===== src/rtl/count_pwm_gen.sv =====
// count_pwm_gen: PWM generator slaved to an external free-running up counter.
// Duty is double-buffered (pending -> active) and only swapped at counter wrap.
// Optional feature: define PWM_WRAP_CNT_EN to add the 8-bit wrap_cnt output.
module count_pwm_gen #(
  parameter int unsigned WIDTH      = 4,
  parameter int unsigned RESET_DUTY = 0
) (
  input  logic             clk,
  input  logic             reset_n,
  input  logic [WIDTH-1:0] count_in,
  input  logic [WIDTH:0]   duty_in,
  input  logic             duty_valid,
  output logic             duty_ready,
  output logic             pwm_out,
  output logic             wrap_tick,
  output logic             sync_err
`ifdef PWM_WRAP_CNT_EN
  ,
  output logic [7:0]       wrap_cnt
`endif
);

  localparam int unsigned     DW       = WIDTH + 1;
  localparam logic [WIDTH-1:0] CNT_MAX  = {WIDTH{1'b1}};
  localparam logic [DW-1:0]    DUTY_MAX = DW'(2 ** WIDTH);
  localparam logic [DW-1:0]    DUTY_RST = DW'(RESET_DUTY);

  typedef enum logic {
    WAIT_WRAP = 1'b0,
    RUN       = 1'b1
  } state_t;

  state_t           state;
  logic [DW-1:0]    active_duty;
  logic [DW-1:0]    pending_duty;
  logic [WIDTH-1:0] prev_count;

  logic             is_max;
  logic             accept;
  logic [DW-1:0]    duty_clamped;
  logic [WIDTH-1:0] count_step;

  assign is_max       = (count_in == CNT_MAX);
  assign accept       = duty_valid && duty_ready;
  assign duty_clamped = (duty_in > DUTY_MAX) ? DUTY_MAX : duty_in;
  assign count_step   = prev_count + WIDTH'(1);

  // Synchronisation FSM: wait for the first wrap before producing PWM
  always_ff @(posedge clk or negedge reset_n) begin
    if (!reset_n) begin
      state <= WAIT_WRAP;
    end else begin
      case (state)
        WAIT_WRAP: if (is_max) state <= RUN;
        RUN:       state <= RUN;
        default:   state <= WAIT_WRAP;
      endcase
    end
  end

  // Duty double buffer: accept into pending, promote to active at wrap
  always_ff @(posedge clk or negedge reset_n) begin
    if (!reset_n) begin
      duty_ready   <= 1'b1;
      pending_duty <= '0;
      active_duty  <= DUTY_RST;
    end else if (accept) begin
      pending_duty <= duty_clamped;
      duty_ready   <= 1'b0;
    end else if (is_max && !duty_ready) begin
      active_duty <= pending_duty;
      duty_ready  <= 1'b1;
    end
  end

  // PWM compare and wrap pulse, one clock behind count_in
  always_ff @(posedge clk or negedge reset_n) begin
    if (!reset_n) begin
      pwm_out   <= 1'b0;
      wrap_tick <= 1'b0;
    end else begin
      pwm_out   <= (state == RUN) && ({1'b0, count_in} < active_duty);
      wrap_tick <= is_max;
    end
  end

  // Sticky discontinuity detector, armed only once running
  always_ff @(posedge clk or negedge reset_n) begin
    if (!reset_n) begin
      prev_count <= '0;
      sync_err   <= 1'b0;
    end else begin
      prev_count <= count_in;
      if ((state == RUN) && (count_in != count_step)) sync_err <= 1'b1;
    end
  end

`ifdef PWM_WRAP_CNT_EN
  // Count wraps modulo 256, in step with wrap_tick
  always_ff @(posedge clk or negedge reset_n) begin
    if (!reset_n) begin
      wrap_cnt <= 8'd0;
    end else if (is_max) begin
      wrap_cnt <= wrap_cnt + 8'd1;
    end
  end
`endif

endmodule


===== config.mk =====
export PLATFORM = sky130hd
export DESIGN_NAME = count_pwm_gen
export DESIGN_NICKNAME = d
export VERILOG_FILES = /design/src/rtl/count_pwm_gen.sv
export SDC_FILE = /design/constraint.sdc
export NUM_CORES = 1
export LEC_CHECK = 0
export CAP_MARGIN = 10
export CORE_MARGIN = 2
export CORE_UTILIZATION = 49
export DETAILED_ROUTE_END_ITERATION = 16
export GPL_ROUTABILITY_DRIVEN = 0
export MAX_ROUTING_LAYER = met4
export PLACE_DENSITY_LB_ADDON = 0.2
export SETUP_SLACK_MARGIN = 0.15
export SYNTH_ARGS = -nofsm -noshare
export SYNTH_HDL_FRONTEND = slang
export SYNTH_SLANG_ARGS = --single-unit

===== constraint.sdc =====
create_clock -name clk -period 1.6 [get_ports clk]
set_input_delay 0.16 -clock clk [delete_from_list [all_inputs] [get_ports clk]]
set_output_delay 0.16 -clock clk [all_outputs]
set_load 0.05 [all_outputs]

# Word-level counts from Yosys, hierarchy flattened
# Cells that the tools add are included.
word_totals:
  reg_bits: 19
  latchBits: 0
  mem_bits_rw: 0
  rom_bits: 0
  input_bits: 12
  memories: 0
op_classes:
  n_addsub: 1
  multipliers: 0
  div: 0
  n_lt_le_gt_ge: 2
  n_eq_ne: 2
  shift: 0
  n_mux: 5
  n_bitwise: 2
  reduce_logical: 7
ops:
  columns: ["operator", "n"]
  rows:
  - ["greater-than comparator 5 bit (second input constant)", 1]
  - ["less-than comparator 4 x 5 -> 1 bit", 1]
  - ["2-to-1 mux 5 bit", 1]
  - ["adder 4 x 1 -> 4 bit (second input constant)", 1]
  - ["equality test 4 bit (second input constant)", 1]
  - ["logical AND 1 bit", 4]
  - ["inequality test 4 bit", 1]
  - ["2-to-1 mux 1 bit", 3]
  - ["NOT 1 bit", 2]
  - ["one-hot mux 1 bit (2 select lines)", 1]
  - ["AND reduction 2 bit", 1]
  - ["nonzero test 2 bit", 1]
  - ["logical NOT 1 bit", 1]

# Logic depth before layout (Yosys ltp)
logic_depth:
  word_depth: 4
  mapped_depth: 5

# Least setup slack after synthesis
# No wires, ideal clock.
synth_timing:
  path_kind: "register to register"
  from: "reg duty_ready"
  to: "reg pending_duty[4]"
  setup_ns: 0.125
  t_arrival_ns: 1.162
  t_required_ns: 1.475
  setup_slack_ns: 0.313
  path_stages_with_launch: 3
  path_buffers: 0
  period_less_slack_ns: 1.287
  cell_sequence: "dfstp_2 -> nand2_2 -> mux2_2"
synth_between:
  elab_chain_cells: 1
synth_rtl:
  columns: ["element", "line_no", "text"]
  rows:
  - ["start, declared", "13", "output logic duty_ready,"]
  - ["start signal, assigned", "64", "duty_ready <= 1'b1;"]
  - ["start signal, assigned", "69", "duty_ready <= 1'b0;"]
  - ["start signal, assigned", "72", "duty_ready <= 1'b1;"]
  - ["logical AND 1 bit", "44", "assign accept = duty_valid && duty_ready;"]
  - ["end signal, assigned", "68", "pending_duty <= duty_clamped;"]
  - ["end, declared", "35", "logic [DW-1:0] pending_duty;"]
# Every way passes these cells.
# A chain may end at the register's enable or synchronous reset.

# Final worst setup path
layout_timing:
  from: "reg prev_count[0]"
  to: "reg sync_err"
layout_between:
  elab_chain_cells: 3
layout_rtl:
  columns: ["element", "line_no", "text"]
  rows:
  - ["start, declared", "36", "logic [WIDTH-1:0] prev_count;"]
  - ["start signal, assigned", "93", "prev_count <= count_in;"]
  - ["adder 4 x 1 -> 4 bit", "46", "assign count_step = prev_count + WIDTH'(1);"]
  - ["inequality test 4 bit", "94", "if ((state == RUN) && (count_in != count_step)) sync_err <= 1'b1;"]
  - ["logical AND 1 bit", "94", null]
  - ["end signal, assigned", "91", "sync_err <= 1'b0;"]
  - ["end signal, assigned", "94", null]
  - ["end, declared", "16", "output logic sync_err"]
# Every way passes these cells.

==> impl_metrics.toml <==
[run_status]
status = "finished, final reports clean"

[synth]
synth_edf_count = 0
synth_area_um2 = 828
ys_seq_area_share_pct = 57.6
async_flop_share_pct = 100
ys.flop_type = "dfrtp_1"
synth.ff_latch_count = 19
synth_compound_area_share_pct = 7.70
synth_top_family_by_area = "simple AND/OR/NAND/NOR gates"
synth_simple_gate_area_share_pct = 13.9
ys_warn_count = 0
synth_fa_ha_area_share_pct = 6.04
synth_cell_types = 23
synth_nets = 85
synth_top_area_share_pct = 54.4
syn_inst = 69
avgSynthCellArea_um2 = 12.0
synth_area_leaders = "dfrtp_1 54%, ha_1 6.0%, nand2b_1 4.5%"
yosys.area.top_type = "dfrtp_1"
synth_xor_area_share_pct = 6.34
muxShareOfSynthArea_pct = 6.19

[cells_and_area]
area_growth_pct = 26.9
drive_above_1_share_pct = 19.8
fin_nets = 108
final_cell_mix = "18 x dfrtp_1, 11 x clkdlybuf4s50_1, 7 x nand2_1, 7 x o21ai_0"
layout_commonest_cell = "dfrtp_1"
diodes = 0
seqCellArea_um2 = 477
multiInputGateArea_um2 = 333
n_fill_cell = 118
final_cells = 107

[timing]
period_share_pct = 81.3
setup_tns_ns = 0
rsz0062_at_grt = "false"
worst_pin_slew_ns = 0.244
finalSetupViolCount = 0
maxClockFrequency_mhz = 769
hold_violations = 0
min_period_ns = 1.30
relSlewSlack_pct = 83.7
skew_ns = 0.00768
slew_viol_final = 0
setup_slack_ns = 0.300

[power]
leakagePower_nw = 0.478
ir_worst_vdd_mv = 0.649
power_density_nw_per_um2 = 1070
total_power_mw = 1.13

[setup_path]
crit_path_start_kind = "flip-flop"
r2r_cells = 4
end_kind = "flip-flop"
critPathKind = "reg2reg"
cp.arrival_ns = 1.48
crit_path_max_fanout = 3
crit_required_ns = 1.78

[floorplan]
core_area_um2 = 1540
die_x_um = 45.1
initial_core_util_pct = 53.7
design.die.area_um2 = 2040
ios = 16
die_h_um = 45.1
rows = 14

[placement]
place_ws_ns = 0.00466
dp_hpwl_um = 1110
place_inst = 103
io_buffers = 15

[drt]
drc = 0
drt_first_iter_violations = 2
vias = 556
routed_wl_um = 1460
first_pass_iters = 3
wl_per_cell_um = 13.7
final_antenna_net_count = 0
viasPerCell = 5.20

[cts]
cts_tree = "done"
clock_path_buffers = 2
htreeDepth = 1
clkSlewWorstSetupHoldPaths_ns = 0.11
numCtsBuffers = 3
cts_sinks = 19
cts_resized = 0
hold_buffers = 0
post_cts_buffers = 0
clk-insertion-delay-late_ns = 0.30
root_buffer = "clkbuf_4"

[grt]
grt_pass1_wl_um = 2320
grt_pass1_vias = 542
globalRouteTotalUtil_pct = 18.0
grt_max_degree = 20
overflow = 0
antenna_found_initial = 0

[flow_run]
drv_cap = 0

[min_path]
hp-class = "in2async"
-- worst max-delay path, cell delays in order (launching register included) --
cell	delay (ns)
dfrtp_1	0.42
ha_1	0.31
xor2_1	0.15
nor3_1	0.19
a31oi_1	0.11
-- layer usage --
metal	GRT usage, %	routed length, um
met3	4.00	75
met4	12.4	45
met2	31.4	756
met5	-	0
met1	17.5	585
-- state kept, by name, summed over array words and instances, names as in the netlist --
register and flops:
active_duty 5, pending_duty 5, prev_count 4, duty_ready 1
pwm_out 1, state 1, sync_err 1, wrap_tick 1
-- Yosys cell counts, drive strengths merged (2+ instances only) --
cell type	n
dfrtp	18
ha	4
inv	5
mux2	3
nand2	8
nand2b	6
nor2	2
o21ai	7
xnor2	4
xor2	2
-- through the flow --
step	hold WS [ns]	cell area (um^2)	utilization [%]
CTS	0.192	1050	68.2
global route	0.193	1050	68.2
finish	0.188	1050	68.2
floorplan	-0.136	828	-
global placement	0.459	1020	66.4
detailed placement	0.472	1020	66.4
-- logic make-up (layout without fill, tap and decap cells) --
family / count (synthesis) / in the layout
compound gates: 11 / 11
simple gates: 20 / 20
fa+ha+maj: 4 / 4
xor+xnor: 6 / 6
buf+inv: 5 / 27
mux: 4 / 4
flops: 19 / 19
-- power by group --
group / switching (mW) / internal (mW) / total, mW
Clock: 0.149 / 0.0934 / 0.243
Combinational: 0.138 / 0.139 / 0.277
Sequential: 0.0451 / 0.564 / 0.609
Total: 0.333 / 0.796 / 1.13
-- worst paths after layout --
path / startpoint / end / slack, ns
setup / recovery: prev_count[0] / sync_err / 0.30
hold / removal: reset_n / prev_count[3] / 0.19
setup reg to reg: prev_count[0] / sync_err / 0.30
hold reg to reg: pending_duty[2] / pending_duty[2] / 0.50
max in group asynchronous: reset_n / duty_ready / 1.14
min in group clk: duty_in[0] / pending_duty[0] / 0.40
-- area by class of cell --
type                       count  share of cell area, %
timing repair buffer          18                   16.7
clock buffer                   3                   2.14
tap                           16                   1.90
multi-input combinational     45                   31.7
sequential                    19                   45.4
inverter                       5                   1.79
clock inverter                 1                  0.476
No activity file was read; power rests on OpenSTA's default activity.
